$ cat config.mk
export PLATFORM = sky130hd
export DESIGN_NAME = load_store_unit_flat
export DESIGN_NICKNAME = d
export VERILOG_FILES = /design/src/rtl/lsu_pkg.sv /design/src/rtl/load_store_unit_if.sv /design/src/rtl/load_align.sv /design/src/rtl/load_store_unit.sv /design/src/flat_wrapper.sv
export SDC_FILE = /design/constraint.sdc
export NUM_CORES = 1
export LEC_CHECK = 0
export CAP_MARGIN = 15
export CELL_PAD_IN_SITES_DETAIL_PLACEMENT = 1
export CELL_PAD_IN_SITES_GLOBAL_PLACEMENT = 1
export CORE_MARGIN = 4
export CORE_UTILIZATION = 28
export CTS_CLUSTER_SIZE = 14
export DETAILED_ROUTE_END_ITERATION = 10
export DONT_BUFFER_PORTS = 1
export GPL_TIMING_DRIVEN = 0
export PLACE_DENSITY_LB_ADDON = 0.05
export SETUP_SLACK_MARGIN = 0.05
export SLEW_MARGIN = 10
export SYNTH_ARGS = -nofsm -noshare
export SYNTH_HDL_FRONTEND = slang
export SYNTH_SLANG_ARGS = --single-unit
$ cat constraint.sdc
create_clock -name clk -period 2.4 [get_ports clk]
set_clock_uncertainty 0.2 [all_clocks]
set_input_delay 0.48 -clock clk [delete_from_list [all_inputs] [get_ports clk]]
set_output_delay 0.48 -clock clk [all_outputs]
set_load 0.01 [all_outputs]
$ cat src/rtl/lsu_pkg.sv
// Shared definitions for the load/store unit: RV32I width codes, FSM state
// encoding and the store byte-enable helper.
package lsu_pkg;

   localparam logic [2:0] F3_B  = 3'b000;
   localparam logic [2:0] F3_H  = 3'b001;
   localparam logic [2:0] F3_W  = 3'b010;
   localparam logic [2:0] F3_BU = 3'b100;
   localparam logic [2:0] F3_HU = 3'b101;

   typedef enum logic [1:0] {
      IDLE   = 2'd0,
      ACCESS = 2'd1,
      DONE   = 2'd2
   } state_e;

   // Byte enables for a store of the given width at byte offset off.
   function automatic logic [3:0] be_mask(input logic [2:0] funct3, input logic [1:0] off);
      case (funct3)
         F3_B, F3_BU: return 4'b0001 << off;
         F3_H, F3_HU: return 4'b0011 << off;
         default:     return 4'b1111;
      endcase
   endfunction

endpackage

$ cat src/rtl/load_store_unit_if.sv
// Ready/valid data-memory bus.
//   master: drives mem_req/mem_we/mem_addr/mem_wdata/mem_be, samples mem_ready/mem_rdata
//   slave : the memory side
interface load_store_unit_if #(
   parameter int ADDR_W = 32,
   parameter int DATA_W = 32
);
   logic              mem_req;
   logic              mem_we;
   logic [ADDR_W-1:0] mem_addr;
   logic [DATA_W-1:0] mem_wdata;
   logic [3:0]        mem_be;
   logic              mem_ready;
   logic [DATA_W-1:0] mem_rdata;

   modport master (
      output mem_req, mem_we, mem_addr, mem_wdata, mem_be,
      input  mem_ready, mem_rdata
   );

   modport slave (
      input  mem_req, mem_we, mem_addr, mem_wdata, mem_be,
      output mem_ready, mem_rdata
   );
endinterface

$ cat src/rtl/load_align.sv
// Combinational load formatter: picks the byte/halfword lane of the read word
// selected by the byte offset and sign- or zero-extends it to 32 bits.
//   rdata  : raw word from memory
//   off    : byte offset addr[1:0] of the access
//   funct3 : RV32I load width code
//   data   : extended result
module load_align
   import lsu_pkg::*;
(
   input  logic [31:0] rdata,
   input  logic [1:0]  off,
   input  logic [2:0]  funct3,
   output logic [31:0] data
);
   logic [7:0]  byte_sel;
   logic [15:0] half_sel;

   always_comb begin
      case (off)
         2'd0:    byte_sel = rdata[7:0];
         2'd1:    byte_sel = rdata[15:8];
         2'd2:    byte_sel = rdata[23:16];
         default: byte_sel = rdata[31:24];
      endcase
      half_sel = off[1] ? rdata[31:16] : rdata[15:0];

      case (funct3)
         F3_B:    data = {{24{byte_sel[7]}}, byte_sel};
         F3_BU:   data = {24'h0, byte_sel};
         F3_H:    data = {{16{half_sel[15]}}, half_sel};
         F3_HU:   data = {16'h0, half_sel};
         default: data = rdata;
      endcase
   end
endmodule

$ cat src/rtl/load_store_unit.sv
// Multi-cycle data-memory access stage. Validates a load/store request, runs
// one bus transaction with a timeout, and returns formatted load data while
// holding stall so the PC freezes until the access completes.
//   clk, reset (async, active-low)
//   memread/memwrite/funct3/addr/store_data : request from decode/ALU
//   stall, load_data, load_valid, mem_err    : results to the pipeline
//   bus (master)                             : data-memory bus
//
// state  | meaning
// IDLE   | waiting for a request; illegal requests pulse mem_err here
// ACCESS | bus request outstanding, timeout timer running
// DONE   | access finished; load_valid/mem_err strobe, stall released
module load_store_unit
   import lsu_pkg::*;
#(
   parameter int ADDR_W         = 32,
   parameter int DATA_W         = 32,
   parameter int TIMEOUT_CYCLES = 16
) (
   input  logic              clk,
   input  logic              reset,
   input  logic              memread,
   input  logic              memwrite,
   input  logic [2:0]        funct3,
   input  logic [ADDR_W-1:0] addr,
   input  logic [DATA_W-1:0] store_data,
   output logic              stall,
   output logic [DATA_W-1:0] load_data,
   output logic              load_valid,
   output logic              mem_err,
   load_store_unit_if.master bus
);
   state_e            state_q, state_d;
   logic [1:0]        off_q, off_d;
   logic [2:0]        f3_q, f3_d;
   logic [7:0]        cnt_q, cnt_d;
   logic              mem_req_q, mem_req_d;
   logic              mem_we_q, mem_we_d;
   logic [ADDR_W-1:0] mem_addr_q, mem_addr_d;
   logic [DATA_W-1:0] mem_wdata_q, mem_wdata_d;
   logic [3:0]        mem_be_q, mem_be_d;
   logic [DATA_W-1:0] load_data_q, load_data_d;
   logic              load_valid_q, load_valid_d;
   logic              mem_err_q, mem_err_d;

   logic              legal;
   logic              stall_raw;
   logic [31:0]       aligned;

   load_align u_align (
      .rdata  (bus.mem_rdata),
      .off    (off_q),
      .funct3 (f3_q),
      .data   (aligned)
   );

   always_comb begin
      legal = 1'b0;
      if (memread && !memwrite)
         legal = funct3 inside {F3_B, F3_H, F3_W, F3_BU, F3_HU};
      else if (memwrite && !memread)
         legal = funct3 inside {F3_B, F3_H, F3_W};
      if ((funct3[1:0] == 2'b01 && addr[0]) || (funct3[1:0] == 2'b10 && addr[1:0] != 2'b00))
         legal = 1'b0;
   end

   always_comb begin
      state_d      = state_q;
      off_d        = off_q;
      f3_d         = f3_q;
      cnt_d        = cnt_q;
      mem_req_d    = mem_req_q;
      mem_we_d     = mem_we_q;
      mem_addr_d   = mem_addr_q;
      mem_wdata_d  = mem_wdata_q;
      mem_be_d     = mem_be_q;
      load_data_d  = load_data_q;
      load_valid_d = 1'b0;
      mem_err_d    = 1'b0;
      stall_raw    = 1'b0;

      case (state_q)
         IDLE: begin
            if (memread || memwrite) begin
               if (legal) begin
                  stall_raw   = 1'b1;
                  state_d     = ACCESS;
                  off_d       = addr[1:0];
                  f3_d        = funct3;
                  cnt_d       = 8'(TIMEOUT_CYCLES - 1);
                  mem_req_d   = 1'b1;
                  mem_we_d    = memwrite;
                  mem_addr_d  = {addr[ADDR_W-1:2], 2'b00};
                  mem_be_d    = memwrite ? be_mask(funct3, addr[1:0]) : 4'b1111;
                  case (funct3[1:0])
                     2'b00:   mem_wdata_d = {4{store_data[7:0]}};
                     2'b01:   mem_wdata_d = {2{store_data[15:0]}};
                     default: mem_wdata_d = store_data;
                  endcase
               end else begin
                  mem_err_d = 1'b1;
               end
            end
         end
         ACCESS: begin
            stall_raw = 1'b1;
            if (bus.mem_ready) begin
               mem_req_d = 1'b0;
               state_d   = DONE;
               if (!mem_we_q) begin
                  load_data_d  = aligned;
                  load_valid_d = 1'b1;
               end
            end else if (cnt_q == 8'd0) begin
               mem_req_d   = 1'b0;
               mem_err_d   = 1'b1;
               load_data_d = '0;
               state_d     = DONE;
            end else begin
               cnt_d = cnt_q - 8'd1;
            end
         end
         default: state_d = IDLE;
      endcase
   end

   always_ff @(posedge clk or negedge reset) begin
      if (!reset) begin
         state_q      <= IDLE;
         off_q        <= '0;
         f3_q         <= '0;
         cnt_q        <= '0;
         mem_req_q    <= 1'b0;
         mem_we_q     <= 1'b0;
         mem_addr_q   <= '0;
         mem_wdata_q  <= '0;
         mem_be_q     <= '0;
         load_data_q  <= '0;
         load_valid_q <= 1'b0;
         mem_err_q    <= 1'b0;
      end else begin
         state_q      <= state_d;
         off_q        <= off_d;
         f3_q         <= f3_d;
         cnt_q        <= cnt_d;
         mem_req_q    <= mem_req_d;
         mem_we_q     <= mem_we_d;
         mem_addr_q   <= mem_addr_d;
         mem_wdata_q  <= mem_wdata_d;
         mem_be_q     <= mem_be_d;
         load_data_q  <= load_data_d;
         load_valid_q <= load_valid_d;
         mem_err_q    <= mem_err_d;
      end
   end

   // stall is combinational from the request; hold it low while in reset so a
   // request left asserted across reset does not freeze the PC.
   assign stall         = reset & stall_raw;
   assign load_data     = load_data_q;
   assign load_valid    = load_valid_q;
   assign mem_err       = mem_err_q;
   assign bus.mem_req   = mem_req_q;
   assign bus.mem_we    = mem_we_q;
   assign bus.mem_addr  = mem_addr_q;
   assign bus.mem_wdata = mem_wdata_q;
   assign bus.mem_be    = mem_be_q;
endmodule

$ cat src/flat_wrapper.sv
// flat-port wrapper written by rule: the top's interface ports become plain ports
module load_store_unit_flat import lsu_pkg::*;
#(
   parameter int ADDR_W         = 32,
   parameter int DATA_W         = 32,
   parameter int TIMEOUT_CYCLES = 16
)
  (clk, reset, memread, memwrite, funct3, addr, store_data, stall, load_data, load_valid, mem_err, bus_mem_req, bus_mem_we, bus_mem_addr, bus_mem_wdata, bus_mem_be, bus_mem_ready, bus_mem_rdata);
  load_store_unit_if #(.ADDR_W(ADDR_W), .DATA_W(DATA_W)) bus_i ();
  input  logic clk;
  input  logic reset;
  input  logic memread;
  input  logic memwrite;
  input  logic [2:0] funct3;
  input  logic [ADDR_W-1:0] addr;
  input  logic [DATA_W-1:0] store_data;
  output logic stall;
  output logic [DATA_W-1:0] load_data;
  output logic load_valid;
  output logic mem_err;
  output wire logic [$bits(bus_i.mem_req)-1:0] bus_mem_req;
  output wire logic [$bits(bus_i.mem_we)-1:0] bus_mem_we;
  output wire logic [$bits(bus_i.mem_addr)-1:0] bus_mem_addr;
  output wire logic [$bits(bus_i.mem_wdata)-1:0] bus_mem_wdata;
  output wire logic [$bits(bus_i.mem_be)-1:0] bus_mem_be;
  input wire logic [$bits(bus_i.mem_ready)-1:0] bus_mem_ready;
  input wire logic [$bits(bus_i.mem_rdata)-1:0] bus_mem_rdata;
  assign bus_mem_req = bus_i.mem_req;
  assign bus_mem_we = bus_i.mem_we;
  assign bus_mem_addr = bus_i.mem_addr;
  assign bus_mem_wdata = bus_i.mem_wdata;
  assign bus_mem_be = bus_i.mem_be;
  assign bus_i.mem_ready = bus_mem_ready;
  assign bus_i.mem_rdata = bus_mem_rdata;
  load_store_unit #(.ADDR_W(ADDR_W), .DATA_W(DATA_W), .TIMEOUT_CYCLES(TIMEOUT_CYCLES)) u_core (.clk(clk), .reset(reset), .memread(memread), .memwrite(memwrite), .funct3(funct3), .addr(addr), .store_data(store_data), .stall(stall), .load_data(load_data), .load_valid(load_valid), .mem_err(mem_err), .bus(bus_i));
endmodule
==> summary.md <==
| Metric | Value |
|---|---|
| Mapped Cells | `450` |
| Distinct cell type count after synthesis | `56` |
| Hold WC Path Type | `input pin to asynchronous set/reset pin` |
| Routability congestion estimate from global placement | `about 0.75` |
| Antenna violations before repair | `0` |
| Post-DP HPWL | `around 12000 µm` |
| DIE AREA | `22000 µm²` |
| Max Slew Vio Count | `0` |
| Fill count | `2133` |
| Worst R2R Setup Slack | `0.18 ns` |
| Final core occ | `between 30% and 40%` |
| Layout cells sized above 1 | `between 20% and 30%` |
| Critical Path AT | `1.68 ns` |
| Largest net degree at the start of global routing | `between 100 and 150` |
| Routed vias | `slightly above 4000` |
| Min cycle time layout | `~2.4 ns` |
| Maxcap violations | `0` |
| Yosys warnings | `0` |
| RR Endpoint | `u_core.load_data[25]$_DFFE_PN0P_` |
| Die height | `around 150 µm` |
| Global-route wire length before repair | `27400 µm` |
| Largest area contributor in the netlist | `dfrtp_1` |
| Placed Cells | `716` |
| CTS tree | `built` |
| Required @ worst endpoint | `1.72 ns` |
| All-Layer GR Usage | `16.3%` |
| Max Clock Freq | `approximately 420 MHz` |
| Reg2Reg Depth | `6` |
| Syn avg cell area | `between 10 and 15 µm²` |
| Measured slew at the worst slew-check pin | `roughly 0.87 ns` |
| Skew-Pair Late Insertion Delay | `0.41 ns` |
| Layout Nets | `632` |
| DR vias/cell | `around 5.0` |
| Initial core utilization | `28.5%` |
| Routed WL | `17600 µm` |
| CTS Buf Count | `17` |
| Vias in the first global route | `4573` |
| Final Setup Violations | `0` |
| Final std cells w/o fill | `~810` |
| Die span in x | `around 150 µm` |
| Port-buffer cells | `0` |
| Peak supply drop | `between 0.4 and 0.5 mV` |
| DRT iter0 DRCs | `121` |
| N_diodes | `0` |
| Reg2Reg Launch Point | `u_core.cnt_q[0]$_DFFE_PN0P_` |
| Io pins | `209` |
| Congestion Overflow GR | `0` |
| Leak | `approximately 3.0 nW` |
| Failing checks | `hold timing` |
| Reg clk slew, reported paths | `~0.06 ns` |
| Antenna Nets Post-Route | `0` |
| Detailed Routing Iterations Pass 1 | `4` |
| Most used flip-flop cell after synthesis | `dfrtp_1` |
| CTS H-tree lvls | `4` |
| Top cell type's share of synthesized area | `roughly 53%` |
| Crit start category | `input pin` |
| Tcrit/Tclk final | `between 90% and 100%` |
| Number of synthesized flops with an enable pin | `0` |
| Clock sinks | `between 100 and 150` |
| WS Path Type | `input pin to primary output` |
| Final hold slack | `-0.442 ns` |
| Post-Syn Area | `roughly 5500 µm²` |
| CORE AREA | `19400 µm²` |
| Unrepaired setup endpoints after global routing | `true` |
| Layout area overhead | `28.9%` |
| Routed length per instance | `21.8 µm` |
| DRC | `0` |
| Post-synth ARST share | `between 90% and 100%` |
| CP endpoint kind | `primary output` |
| #FFs+latches synth | `between 100 and 150` |
| CP max FO | `3` |
| Rows | `a little over 50` |
| Fin. Hold Viols | `~120` |
| Power per Cell Area | `approximately 1100 nW/µm²` |
| Clock Path Buffers | `2` |
| Status | `complete, but fails checks` |
| Top cells by area, synth | `dfrtp_1 (53%), mux2_2 (16%), a221o_1 (2.9%)` |
| Sequential share of the synthesized area | `between 50% and 60%` |
| Slew headroom | `between 40% and 50%` |
| Clk Tree Root Cell | `clkbuf_16` |
-- kinds of logic after synthesis --
| group | share of synthesized area [%] |
|---|---|
| flops | 53.0 |
| fa+ha+maj | 0.227 |
| buf+inv | 4.04 |
| other cells | 0.0679 |
| compound gates | 13.1 |
| mux | 21.3 |
| xor+xnor | 0.794 |
| simple gates | 7.44 |
-- flip-flops by register name, summed over array words and instances, names as in the netlist --
register	cells
u_core.bus.mem_addr	30
u_core.bus.mem_be	4
u_core.bus.mem_req	1
u_core.bus.mem_wdata	32
u_core.bus.mem_we	1
u_core.cnt_q	8
u_core.f3_q	3
u_core.load_data	32
u_core.load_valid	1
u_core.mem_err	1
u_core.off_q	2
u_core.state_q	2
-- cell type report --
type / instances / area [µm²] / area share [%]
plain buffers: 29 / 179 / 2.52
clock buffers: 18 / 439 / 6.18
clock inverters: 14 / 151 / 2.13
inverters: 13 / 48.8 / 0.686
multi-input cells: 291 / 2460 / 34.5
flip-flops and latches: 117 / 2930 / 41.2
well taps: 265 / 332 / 4.66
repair buffers: 58 / 578 / 8.13
-- worst max path at each step --
stage	from	endpoint	slack, ns
6_report	funct3[2]	stall	0.04
5_1_grt	funct3[2]	stall	0.002
4_1_cts	funct3[2]	stall	0.01
3_5_place_dp	u_core.state_q[1]$_DFFE_PN0P_	u_core.load_data[29]$_DFFE_PN0P_	-0.50
3_3_place_gp	u_core.state_q[1]$_DFFE_PN0P_	u_core.load_data[29]$_DFFE_PN0P_	-0.53
2_1_floorplan	funct3[2]	u_core.bus.mem_addr[10]$_DFFE_PN0P_	-0.08
-- layer usage --
| layer | GRT usage [%] | vias to the layer above | part of all wire, % |
|---|---|---|---|
| li1 | - | 1814 | - |
| met4 | 4.53 | 0 | 1.3 |
| met1 | 19.0 | 2082 | 40 |
| met3 | 7.98 | 17 | 9.8 |
| met5 | 0 | - | 0 |
| met2 | 26.7 | 142 | 49 |
-- metrics by stage --
stage / cell area [µm²] / setup TNS (ns) / power, mW / setup WS (ns)
2_1_floorplan: 5530 / -5.70 / 4.52 / -0.0812
5_1_grt: 7110 / 0 / 8.08 / 0.00204
3_5_place_dp: 5870 / -31.64 / 5.02 / -0.500
6_report: 7110 / 0 / 7.60 / 0.0368
4_1_cts: 7050 / 0 / 7.72 / 0.0123
3_3_place_gp: 5870 / -31.73 / 4.98 / -0.533
-- repair_timing --
item,CTS,global route
pin swaps,2,1
setup endpoints to repair,34,96
hold buffers,50,2
buffers inserted,3,3
gates cloned,0,0
gates resized for setup,17,7
endpoints found under the hold margin,167,119
-- cell usage after synthesis (3+ instances only) --
library cell  count
a211oi_1          6
a21o_1            4
a21oi_1          10
a221o_1          16
a22oi_1           9
and2_1            4
buf_6             7
clkbuf_1         18
dfrtp_1         117
inv_1            13
mux2_1            9
mux2_2           79
mux2i_1          16
nand2_1          21
nand2b_1          5
nor2_1           15
nor2b_1           5
nor3_1            4
nor3b_1           3
o211ai_1          8
o21ai_0          31
o22ai_1           4
or3_1             4
xor2_1            3
-- power by group --
group          switching, mW  leakage (nW)  internal [mW]  total, mW
logic                  0.602          1.28          0.827       1.43
clock network          0.984         0.275           1.56       2.55
registers              0.938          1.42           2.69       3.63
total                   2.52          2.97           5.08       7.60
-- cells in the final DEF (no fill, tap or decap), drive strengths merged, types with 16 or more instances in the layout --
cell type and count:
a221o 16, clkbuf 32, nand2 21, mux2 88
mux2i 16, dfrtp 117, inv 16, o21ai 31
dlygate4sd3 52, buf 21
-- worst max-delay path: stages --
cell and delay, ns:
or4b_4 0.52, or3_4 0.37, a311oi_4 0.31
Note: power is estimated with default switching activity, not from simulation.
